--- config.mk ---
export PLATFORM = sky130hd
export DESIGN_NAME = dpram_be_clr_flat
export DESIGN_NICKNAME = d
export VERILOG_FILES = /design/src/rtl/dpram_pkg.sv /design/src/rtl/dpram_be_clr_if.sv /design/src/rtl/dpram_clear_ctrl.sv /design/src/rtl/dpram_be_clr.sv /design/src/flat_wrapper.sv
export SDC_FILE = /design/constraint.sdc
export NUM_CORES = 1
export LEC_CHECK = 0
export BUFFER_PORTS_ARGS = -buffer_cell sky130_fd_sc_hd__buf_4
export CORE_UTILIZATION = 50
export CTS_BUF_LIST = sky130_fd_sc_hd__clkbuf_2
export CTS_CLUSTER_SIZE = 14
export DETAILED_ROUTE_END_ITERATION = 16
export GPL_TIMING_DRIVEN = 1
export PLACE_DENSITY = 0.67
export SLEW_MARGIN = 0
export SYNTH_ARGS = -nofsm -noshare
export SYNTH_HDL_FRONTEND = slang
export SYNTH_SLANG_ARGS = --single-unit
--- constraint.sdc ---
create_clock -name clk -period 4 [get_ports clk]
set_input_delay 0.6 -clock clk [delete_from_list [all_inputs] [get_ports clk]]
set_output_delay 0.6 -clock clk [all_outputs]
set_load 0.02 [all_outputs]
--- src/rtl/dpram_pkg.sv ---
// Shared definitions for the byte-enabled dual-port RAM family.
//   dpram_state_e : clear-engine states (CLEAR, READY)
//   byte_count()  : number of byte lanes in a data word
//   byte_merge()  : per-byte merge of a new word into an old word
// Merge operates on a MAX_W-bit container so one function serves every
// instance width; callers zero-extend in and truncate out.
package dpram_pkg;

  typedef enum logic {
    CLEAR = 1'b0,
    READY = 1'b1
  } dpram_state_e;

  localparam int MAX_W = 256;
  localparam int MAX_B = MAX_W / 8;

  function automatic int byte_count(input int width);
    return width / 8;
  endfunction

  function automatic logic [MAX_W-1:0] byte_merge(input logic [MAX_W-1:0] old_w,
                                                  input logic [MAX_W-1:0] new_w,
                                                  input logic [MAX_B-1:0] mask);
    logic [MAX_W-1:0] res;
    res = old_w;
    for (int i = 0; i < MAX_B; i++) begin
      if (mask[i]) begin
        res[8*i +: 8] = new_w[8*i +: 8];
      end
    end
    return res;
  endfunction

endpackage

--- src/rtl/dpram_be_clr_if.sv ---
// Port bundle for dpram_be_clr.
//   clr_req, ready                          : clear request / access enable
//   addr_x, we_x, be_x, wdata_x, re_x       : per-port access request
//   rdata_x, rvalid_x                       : per-port read return
//   coll                                    : write-collision pulse
// master drives requests, slave (the RAM) drives responses.
interface dpram_be_clr_if import dpram_pkg::*; #(
  parameter int WIDTH    = 16,
  parameter int DEPTHBIT = 4
);
  localparam int BYTES = byte_count(WIDTH);

  logic                clr_req;
  logic                ready;
  logic [DEPTHBIT-1:0] addr_a;
  logic [DEPTHBIT-1:0] addr_b;
  logic                we_a;
  logic                we_b;
  logic [BYTES-1:0]    be_a;
  logic [BYTES-1:0]    be_b;
  logic [WIDTH-1:0]    wdata_a;
  logic [WIDTH-1:0]    wdata_b;
  logic                re_a;
  logic                re_b;
  logic [WIDTH-1:0]    rdata_a;
  logic [WIDTH-1:0]    rdata_b;
  logic                rvalid_a;
  logic                rvalid_b;
  logic                coll;

  modport master (
    output clr_req, addr_a, addr_b, we_a, we_b, be_a, be_b,
           wdata_a, wdata_b, re_a, re_b,
    input  ready, rdata_a, rdata_b, rvalid_a, rvalid_b, coll
  );

  modport slave (
    input  clr_req, addr_a, addr_b, we_a, we_b, be_a, be_b,
           wdata_a, wdata_b, re_a, re_b,
    output ready, rdata_a, rdata_b, rvalid_a, rvalid_b, coll
  );

endinterface

--- src/rtl/dpram_clear_ctrl.sv ---
// Clear engine: walks every address writing the clear value, then opens
// the ports. A clear request is only accepted while READY and a running
// clear is never restarted.
//   clk, rst_n : clock, async active-low reset (enters CLEAR, counter 0)
//   clr_req    : request a full-memory clear
//   ready      : registered, high exactly while in READY
//   clr_we     : clear write strobe for this cycle
//   clr_addr   : address being cleared this cycle
module dpram_clear_ctrl import dpram_pkg::*; #(
  parameter int DEPTHBIT = 4
) (
  input  logic                clk,
  input  logic                rst_n,
  input  logic                clr_req,
  output logic                ready,
  output logic                clr_we,
  output logic [DEPTHBIT-1:0] clr_addr
);

  localparam logic [DEPTHBIT-1:0] LAST_ADDR = {DEPTHBIT{1'b1}};

  dpram_state_e        state_r;
  dpram_state_e        state_next_s;
  logic [DEPTHBIT-1:0] cnt_r;
  logic [DEPTHBIT-1:0] cnt_next_s;
  logic                ready_r;

  // Next-state, counter and clear-strobe decode.
  always_comb begin
    state_next_s = state_r;
    cnt_next_s   = cnt_r;
    clr_we       = 1'b0;
    clr_addr     = cnt_r;
    case (state_r)
      CLEAR: begin
        clr_we = 1'b1;
        if (cnt_r == LAST_ADDR) begin
          state_next_s = READY;
          cnt_next_s   = {DEPTHBIT{1'b0}};
        end else begin
          cnt_next_s   = cnt_r + DEPTHBIT'(1);
        end
      end
      READY: begin
        if (clr_req) begin
          state_next_s = CLEAR;
          cnt_next_s   = {DEPTHBIT{1'b0}};
        end else begin
          state_next_s = READY;
        end
      end
      default: begin
        state_next_s = CLEAR;
        cnt_next_s   = {DEPTHBIT{1'b0}};
      end
    endcase
  end

  // State, counter and ready register; ready tracks the next state so it
  // is high exactly while the state register holds READY.
  always_ff @(posedge clk or negedge rst_n) begin
    if (!rst_n) begin
      state_r <= CLEAR;
      cnt_r   <= {DEPTHBIT{1'b0}};
      ready_r <= 1'b0;
    end else begin
      state_r <= state_next_s;
      cnt_r   <= cnt_next_s;
      ready_r <= (state_next_s == READY);
    end
  end

  assign ready = ready_r;

endmodule

--- src/rtl/dpram_be_clr.sv ---
// Single-clock true dual-port RAM with byte enables, same-address write
// collision resolution, write-first forwarding, registered reads with
// valid strobes, and a sequential clear engine.
//   clk, rst_n : clock, async active-low reset (array contents untouched)
//   bus        : dpram_be_clr_if slave port (requests, read returns, coll)
// Parameters: WIDTH (multiple of 8), DEPTHBIT, PRIO_B (0: A wins,
// 1: B wins on overlapping bytes), CLR_VALUE.
// Optional macro DPRAM_OUTREG_EN adds a second read output register
// (rdata/rvalid latency 2; coll latency stays 1).
module dpram_be_clr import dpram_pkg::*; #(
  parameter int               WIDTH     = 16,
  parameter int               DEPTHBIT  = 4,
  parameter int               PRIO_B    = 0,
  parameter logic [WIDTH-1:0] CLR_VALUE = {WIDTH{1'b0}}
) (
  input  logic           clk,
  input  logic           rst_n,
  dpram_be_clr_if.slave  bus
);

  localparam int BYTES = byte_count(WIDTH);
  localparam int DEPTH = 32'd1 << DEPTHBIT;

  function automatic logic [WIDTH-1:0] merge_w(input logic [WIDTH-1:0] old_w,
                                               input logic [WIDTH-1:0] new_w,
                                               input logic [BYTES-1:0] mask);
    logic [MAX_W-1:0] res;
    res = byte_merge(MAX_W'(old_w), MAX_W'(new_w), MAX_B'(mask));
    return res[WIDTH-1:0];
  endfunction

  logic [WIDTH-1:0]    mem_r [DEPTH];

  logic                ready_s;
  logic                clr_we_s;
  logic [DEPTHBIT-1:0] clr_addr_s;

  logic [BYTES-1:0]    ma_s;
  logic [BYTES-1:0]    mb_s;
  logic [BYTES-1:0]    eff_a_s;
  logic [BYTES-1:0]    eff_b_s;
  logic [BYTES-1:0]    xa_s;
  logic [BYTES-1:0]    xb_s;
  logic                same_s;
  logic [WIDTH-1:0]    pa1_s;
  logic [WIDTH-1:0]    pb1_s;
  logic [WIDTH-1:0]    post_a_s;
  logic [WIDTH-1:0]    post_b_s;
  logic                coll_d_s;
  logic                rd_a_en_s;
  logic                rd_b_en_s;

  logic [WIDTH-1:0]    rdata_a_r;
  logic [WIDTH-1:0]    rdata_b_r;
  logic                rvalid_a_r;
  logic                rvalid_b_r;
  logic                coll_r;

  dpram_clear_ctrl #(
    .DEPTHBIT (DEPTHBIT)
  ) u_clear_ctrl (
    .clk      (clk),
    .rst_n    (rst_n),
    .clr_req  (bus.clr_req),
    .ready    (ready_s),
    .clr_we   (clr_we_s),
    .clr_addr (clr_addr_s)
  );

  // Collision resolution and post-write word for each port address.
  // eff_x are the byte lanes each port really writes; when both ports hit
  // the same word the losing port is masked off the shared lanes, so the
  // two merges below can be applied in either order. xa/xb carry the other
  // port's lanes into this port's word when the addresses match, which
  // gives write-first forwarding for both same-port and cross-port reads.
  always_comb begin
    if (ready_s && bus.we_a) begin
      ma_s = bus.be_a;
    end else begin
      ma_s = {BYTES{1'b0}};
    end
    if (ready_s && bus.we_b) begin
      mb_s = bus.be_b;
    end else begin
      mb_s = {BYTES{1'b0}};
    end
    same_s  = (bus.addr_a == bus.addr_b);
    eff_a_s = ma_s;
    eff_b_s = mb_s;
    if (same_s) begin
      if (PRIO_B != 0) begin
        eff_a_s = ma_s & ~mb_s;
      end else begin
        eff_b_s = mb_s & ~ma_s;
      end
      xa_s = eff_b_s;
      xb_s = eff_a_s;
    end else begin
      xa_s = {BYTES{1'b0}};
      xb_s = {BYTES{1'b0}};
    end
    pa1_s     = merge_w(mem_r[bus.addr_a], bus.wdata_a, eff_a_s);
    post_a_s  = merge_w(pa1_s, bus.wdata_b, xa_s);
    pb1_s     = merge_w(mem_r[bus.addr_b], bus.wdata_a, xb_s);
    post_b_s  = merge_w(pb1_s, bus.wdata_b, eff_b_s);
    coll_d_s  = same_s && (|(ma_s & mb_s));
    rd_a_en_s = ready_s && bus.re_a;
    rd_b_en_s = ready_s && bus.re_b;
  end

  // Array update: clear engine owns the array while not ready. On a
  // same-address write both ports carry the identical merged word.
  always_ff @(posedge clk) begin
    if (clr_we_s) begin
      mem_r[clr_addr_s] <= CLR_VALUE;
    end else begin
      if (|eff_a_s) begin
        mem_r[bus.addr_a] <= post_a_s;
      end
      if (|eff_b_s) begin
        mem_r[bus.addr_b] <= post_b_s;
      end
    end
  end

  // Read register and collision pulse; rdata holds between reads.
  always_ff @(posedge clk or negedge rst_n) begin
    if (!rst_n) begin
      rdata_a_r  <= {WIDTH{1'b0}};
      rdata_b_r  <= {WIDTH{1'b0}};
      rvalid_a_r <= 1'b0;
      rvalid_b_r <= 1'b0;
      coll_r     <= 1'b0;
    end else begin
      rvalid_a_r <= rd_a_en_s;
      rvalid_b_r <= rd_b_en_s;
      coll_r     <= coll_d_s;
      if (rd_a_en_s) begin
        rdata_a_r <= post_a_s;
      end
      if (rd_b_en_s) begin
        rdata_b_r <= post_b_s;
      end
    end
  end

`ifdef DPRAM_OUTREG_EN
  logic [WIDTH-1:0] rdata_a_o_r;
  logic [WIDTH-1:0] rdata_b_o_r;
  logic             rvalid_a_o_r;
  logic             rvalid_b_o_r;

  // Output register stage; data only advances with a valid beat.
  always_ff @(posedge clk or negedge rst_n) begin
    if (!rst_n) begin
      rdata_a_o_r  <= {WIDTH{1'b0}};
      rdata_b_o_r  <= {WIDTH{1'b0}};
      rvalid_a_o_r <= 1'b0;
      rvalid_b_o_r <= 1'b0;
    end else begin
      rvalid_a_o_r <= rvalid_a_r;
      rvalid_b_o_r <= rvalid_b_r;
      if (rvalid_a_r) begin
        rdata_a_o_r <= rdata_a_r;
      end
      if (rvalid_b_r) begin
        rdata_b_o_r <= rdata_b_r;
      end
    end
  end

  assign bus.rdata_a  = rdata_a_o_r;
  assign bus.rdata_b  = rdata_b_o_r;
  assign bus.rvalid_a = rvalid_a_o_r;
  assign bus.rvalid_b = rvalid_b_o_r;
`else
  assign bus.rdata_a  = rdata_a_r;
  assign bus.rdata_b  = rdata_b_r;
  assign bus.rvalid_a = rvalid_a_r;
  assign bus.rvalid_b = rvalid_b_r;
`endif

  assign bus.coll  = coll_r;
  assign bus.ready = ready_s;

endmodule

--- src/flat_wrapper.sv ---
// flat-port wrapper written by rule: the top's interface ports become plain ports
module dpram_be_clr_flat import dpram_pkg::*;
#(
  parameter int               WIDTH     = 16,
  parameter int               DEPTHBIT  = 4,
  parameter int               PRIO_B    = 0,
  parameter logic [WIDTH-1:0] CLR_VALUE = {WIDTH{1'b0}}
)
  (clk, rst_n, bus_clr_req, bus_addr_a, bus_addr_b, bus_we_a, bus_we_b, bus_be_a, bus_be_b, bus_wdata_a, bus_wdata_b, bus_re_a, bus_re_b, bus_ready, bus_rdata_a, bus_rdata_b, bus_rvalid_a, bus_rvalid_b, bus_coll);
  dpram_be_clr_if #(.WIDTH(WIDTH), .DEPTHBIT(DEPTHBIT)) bus_i ();
  input  logic clk;
  input  logic rst_n;
  input wire logic [$bits(bus_i.clr_req)-1:0] bus_clr_req;
  input wire logic [$bits(bus_i.addr_a)-1:0] bus_addr_a;
  input wire logic [$bits(bus_i.addr_b)-1:0] bus_addr_b;
  input wire logic [$bits(bus_i.we_a)-1:0] bus_we_a;
  input wire logic [$bits(bus_i.we_b)-1:0] bus_we_b;
  input wire logic [$bits(bus_i.be_a)-1:0] bus_be_a;
  input wire logic [$bits(bus_i.be_b)-1:0] bus_be_b;
  input wire logic [$bits(bus_i.wdata_a)-1:0] bus_wdata_a;
  input wire logic [$bits(bus_i.wdata_b)-1:0] bus_wdata_b;
  input wire logic [$bits(bus_i.re_a)-1:0] bus_re_a;
  input wire logic [$bits(bus_i.re_b)-1:0] bus_re_b;
  output wire logic [$bits(bus_i.ready)-1:0] bus_ready;
  output wire logic [$bits(bus_i.rdata_a)-1:0] bus_rdata_a;
  output wire logic [$bits(bus_i.rdata_b)-1:0] bus_rdata_b;
  output wire logic [$bits(bus_i.rvalid_a)-1:0] bus_rvalid_a;
  output wire logic [$bits(bus_i.rvalid_b)-1:0] bus_rvalid_b;
  output wire logic [$bits(bus_i.coll)-1:0] bus_coll;
  assign bus_i.clr_req = bus_clr_req;
  assign bus_i.addr_a = bus_addr_a;
  assign bus_i.addr_b = bus_addr_b;
  assign bus_i.we_a = bus_we_a;
  assign bus_i.we_b = bus_we_b;
  assign bus_i.be_a = bus_be_a;
  assign bus_i.be_b = bus_be_b;
  assign bus_i.wdata_a = bus_wdata_a;
  assign bus_i.wdata_b = bus_wdata_b;
  assign bus_i.re_a = bus_re_a;
  assign bus_i.re_b = bus_re_b;
  assign bus_ready = bus_i.ready;
  assign bus_rdata_a = bus_i.rdata_a;
  assign bus_rdata_b = bus_i.rdata_b;
  assign bus_rvalid_a = bus_i.rvalid_a;
  assign bus_rvalid_b = bus_i.rvalid_b;
  assign bus_coll = bus_i.coll;
  dpram_be_clr #(.WIDTH(WIDTH), .DEPTHBIT(DEPTHBIT), .PRIO_B(PRIO_B), .CLR_VALUE(CLR_VALUE)) u_core (.clk(clk), .rst_n(rst_n), .bus(bus_i));
endmodule
---- After elaboration in Yosys (flattened, before gate mapping) ----
Memory sizes are Yosys's and may differ from the RTL's.
Index checks and enable logic that the tools add are counted.
storage, ports and cells
  bits in registers ....................... 40
  memory bits (writable) .................. 256
  bits of input ports ..................... 51
  output and inout bits ................... 36
  logic and storage cells ................. 54
  memories ................................ 1
operators by class
  $add $sub $neg .......................... 1
  equal/unequal tests ..................... 3
  muxes and demuxes ....................... 29
  bitwise operators ....................... 4
  reduce and logical (&&, ||, !) cells .... 9
memories
  memory        depth  width  rd ports  clocked after Yosys merged registers in  wr ports  RTL line            RTL
  u_core.mem_r  16     16     2         0                                        2         dpram_be_clr.sv:32  logic [WIDTH-1:0] mem_r [DEPTH];
operators with widths
  kind                                                            count
  8-bit two-way mux                                               8
  16-bit two-way mux                                              1
  16-bit OR reduction                                             1
  4-bit two-way mux                                               3
  1-bit two-way mux                                               10
  2-bit two-way mux                                               5
  4-bit case mux with 2 select lines                              1
  2-bit OR reduction                                              3
  1-bit logical AND                                               5
  4-bit by 1-bit adder with 4-bit output (second input constant)  1
  2-bit bitwise AND                                               2
  4-bit == test                                                   1
  4-bit == test (second input constant)                           1
  2-bit != test (second input constant)                           1
  2-bit NOT                                                       1
  1-bit case mux with 2 select lines                              1
  1-bit NOT                                                       1

---- Longest topological paths before layout ----
  depth in word-level cells ............... 9
  gate-level depth with buffers ........... 11
  gate-level depth less buffers ........... 6

---- Hierarchy ----
Synthesis repeated with hierarchy kept, for this count alone.
second synthesis, totals
  cell total of the unflattened synthesis .. 1361
  area, all modules ....................... 17824.6 um^2
by module, submodules not included
  module            instances  cells an instance  area each (um^2)  seq. area each (um^2)
  dpram_be_clr      1          1338               17590.6           8563.2
  dpram_clear_ctrl  1          23                 234.0             125.1

---- Worst setup path before layout ----
Ideal clock, no wire load.
  path type ............................... input port to flip-flop
  start point ............................. input port bus_we_a
  end point ............................... memory u_core.mem_r[12][0] (enable)
  setup time .............................. 0.411 ns
  arrival ................................. 2.860 ns
  data required time ...................... 3.589 ns
  setup slack ............................. 0.729 ns
  stages on the path ...................... 6
  path buffers ............................ 3
  cell sequence ........................... buf_2 o211a_1 clkbuf_1 clkbuf_1 a32oi_1 o21ai_0
RTL lines
  element             RTL line            RTL
  start: declaration  flat_wrapper.sv:16  input wire logic [$bits(bus_i.we_a)-1:0] bus_we_a;
  end: declaration    dpram_be_clr.sv:32

==> run_results.csv <==
group,metric,value,unit
floorplanning,die-width,187,um
drt,wl_per_cell,29.5,um
power_and_ir_drop,powerDensity,510,nW/um2
cts,numCtsBuffers,77,
yosys,synth_top_area_share,44.7,%
floorplanning,start_util,51.0,%
cts,root_buffer,"clkbuf_2",
job,cap_violations,0,
yosys,synth_mux_area_share,22.1,%
global_route,antenna_found_initial,1,
timing,setup_tns,0,ns
yosys,netlist_instances,1312,
worst_setup_path,r2r_slack,0.86,ns
timing,min_period,3.14,ns
yosys,yosys.cell_count.top_type,"edfxtp_1",
timing,rsz0062_at_grt,"false",
cts,clk_pin_slew,0.11,ns
drt,avgViaCountPerCell,6.94,
cts,cts_sinks,296,
yosys,syn_nets,1364,
power_and_ir_drop,p_leak,0.00735,uW
worst_setup_path,r2r-start,"u_core.u_clear_ctrl.ready",
timing,hold_violations,0,
cells_and_area,multiInputGateArea,7610,um2
global_route,grt_pass1_wl,83.7,mm
yosys,yosysUniqueCellTypes,65,
floorplanning,rows,67,
cells_and_area,layout.nets,1473,
yosys,synthSimpleGateAreaFrac,6.14,%
floorplanning,coreArea,33700,um2
yosys,syn-mean-instance-area,13.1,um2
cts,post_cts_buffers,0,
worst_setup_path,crit_path_end_kind,"register",
timing,skew,0.0449,ns
yosys,yosys-top-cells-count,"256 x edfxtp_1, 195 x o22ai_1, 190 x mux2i_1, 87 x nand2_1, 77 x mux4_2",
worst_setup_path,rr_worst_depth,6,
global_route,grt_pass1_vias,13000,
drt,antenna_left,0,
cells_and_area,syn2layout_area_growth,10.2,%
cells_and_area,seqCellArea,8690,um2
cells_and_area,drive_gt1_share,29.8,%
cts,clock_path_buffers,3,
cts,cts_tree,"built",
yosys,synth_xor_xnor_area_share,0.255,%
yosys,synth-compound-area-share,15.4,%
worst_setup_path,regToRegEndpoint,"u_core.mem_r[14][14]",
floorplanning,die_height,187,um
worst_setup_path,crit_arrival,3.72,ns
timing,slew_violations,0,
global_route,grt.overflow.total,0,
worst_setup_path,cp_max_fo,25,
timing,clock.fmax,0.318,GHz
worst_setup_path,cp.required,4.58,ns
timing,relSlewSlack,20.9,%
yosys,yosys.area.top_type,"edfxtp_1",
yosys,synth_edf_count,256,
yosys,yosysSeqAreaShare,50.6,%
worst_setup_path,critPathCapture,"u_core.mem_r[14][14]",
global_route,grt_usage,32.4,%
placement,port_buffers,86,
yosys,synthAdderAreaFrac,0.0728,%
yosys,synth_warnings,0,
worst_setup_path,crit_start,"u_core.u_clear_ctrl.ready",
yosys,synth_seq_cells,296,
cells_and_area,fillers,2857,
yosys,synth_top_family_by_area,"multiplexers",
drt,drt_iter0_drc,1804,
timing,finalCritPeriodShare,78.5,%
drt,routed_wl,56.7,mm
worst_setup_path,crit_type,"reg2reg",
yosys,synthArstFlopShare,13.5,%
cts,clock_latency,0.88,ns
placement,hpwl,40.0,mm
placement,globalplace.congestion,0.994,
power_and_ir_drop,vdd_drop_max,0.000257,V
yosys,syn_area,17200,um2
floorplanning,pin_count,87,
drt,num_vias,13400,
run_status,status,"finished, final reports clean",
yosys,synth_flop_cell,"edfxtp_1",
timing,setup_viol,0,
global_route,grt_max_degree,50,
drt,drc_errors,0,
floorplanning,die_area,35100,um2
hold_path,hp-class,"in2reg",
cells_and_area,post-route-util,56.2,%
timing,worst_pin_slew,1.19,ns
drt,dr.pass1.iters,5,
cts,cts.htree.levels,3,
worst_setup_path,start_kind,"register",
yosys,synth_area_leaders,"edfxtp_1 45%, mux2i_1 11%, mux4_2 10%, o22ai_1 7.1%, dfrtp_1 5.8%",
-- cell type report --
class                   instances  area share, %
diodes                          1         0.0132
clock buffers                 110           2.91
clock inverters                23          0.694
inverters                       6          0.119
multi-input cells             868           40.2
flip-flops and latches        296           45.9
well taps                     448           2.96
repair buffers                172           7.18
-- critical path, stage by stage (launching register included) --
cell and delay, ns:
dfrtp_1 0.43, buf_4 0.32, nand3_1 0.26, a21oi_1 0.19
nand2_1 0.45, o21ai_2 0.99, o22ai_1 0.20
-- registers in the layout, indices dropped and copies added (netlist names) --
signal,count
u_core.bus.rdata_a,16
u_core.bus.rdata_b,16
u_core.bus.coll,1
u_core.u_clear_ctrl.ready,1
u_core.mem_r,256
u_core.bus.rvalid_a,1
u_core.bus.rvalid_b,1
u_core.u_clear_ctrl.clr_addr,4
-- cells in the final DEF (no fill, tap or decap), types with 5 or more instances in the layout --
| master | count |
|---|---|
| clkinv_1 | 14 |
| o21ai_0 | 39 |
| o22ai_1 | 195 |
| edfxtp_1 | 256 |
| a32oi_1 | 14 |
| inv_1 | 6 |
| o21ai_2 | 23 |
| nand4_1 | 11 |
| a21oi_1 | 13 |
| and2_1 | 6 |
| nor2_1 | 28 |
| a22oi_1 | 43 |
| clkbuf_2 | 110 |
| xnor2_1 | 5 |
| nand3_2 | 10 |
| clkinv_2 | 5 |
| dfrtp_1 | 40 |
| o211ai_1 | 15 |
| o22ai_2 | 5 |
| nor2b_1 | 10 |
| mux4_2 | 77 |
| buf_4 | 165 |
| buf_12 | 5 |
| mux2i_1 | 190 |
| nand3_1 | 20 |
| nand2_1 | 87 |
-- power by group --
group | switching (uW) | leakage [uW] | internal (uW)
logic | 2010 | 0.00392 | 1100
clock network | 1300 | 0.000517 | 805
registers | 355 | 0.00291 | 4090
total | 3670 | 0.00735 | 5990
-- per-layer routing --
layer / up-vias / wire length, um / share of wire, % / global-route usage, %
li1: 5601 / - / - / -
met1: 6570 / 21800 / 38 / 44.5
met2: 1013 / 25500 / 45 / 49.2
met3: 167 / 7000 / 12 / 7.37
met4: 0 / 2440 / 4.3 / 14.5
met5: - / 0 / 0 / 0
-- logic make-up (layout without fill, tap and decap cells) --
| group | after synthesis | in the layout |
|---|---|---|
| adders and majority gates | 1 | 1 |
| buffers and inverters | 148 | 311 |
| AOI/OAI and AO/OA | 384 | 384 |
| muxes | 277 | 277 |
| DFF | 296 | 296 |
| and+or+nand+nor | 201 | 201 |
| xor gates and xnor gates | 5 | 5 |
| other | 0 | 1 |
-- worst min-delay path by stage --
stage                                      from                    end  slack (ns)  cells after the start
final                            bus_wdata_a[9]  u_core.bus.rdata_b[9]        0.20                      3
after global routing             bus_wdata_a[9]  u_core.bus.rdata_b[9]        0.19                      3
after floorplan                           rst_n        u_core.bus.coll        0.30                      0
after global placement    u_core.bus.rdata_a[7]  u_core.bus.rdata_a[7]        0.46                      2
after detailed placement  u_core.bus.rdata_a[6]  u_core.bus.rdata_a[6]        0.47                      2
after CTS                        bus_wdata_a[9]  u_core.bus.rdata_b[9]        0.13                      3
-- per-stage QoR --
| step | instance area (um2) | hold WS [ns] | cells | total power, uW | setup WS (ns) |
|---|---|---|---|---|---|
| global route | 18900 | 0.189 | 1924 | 10000 | 0.805 |
| global placement | 18200 | 0.462 | 1788 | 7460 | 0.571 |
| detailed placement | 18200 | 0.471 | 1788 | 7530 | 0.523 |
| finish | 18900 | 0.205 | 1924 | 9660 | 0.860 |
| CTS | 18900 | 0.132 | 1923 | 9600 | 0.956 |
| floorplan | 17200 | 0.304 | 1312 | 6280 | 0.729 |
-- timing repair --
| item | CTS | global route |
|---|---|---|
| hold endpoints to repair | 45 | 0 |
| hold buffers | 2 | 0 |
| gates resized for setup | 0 | 0 |
(Power assumes the default switching activity.)
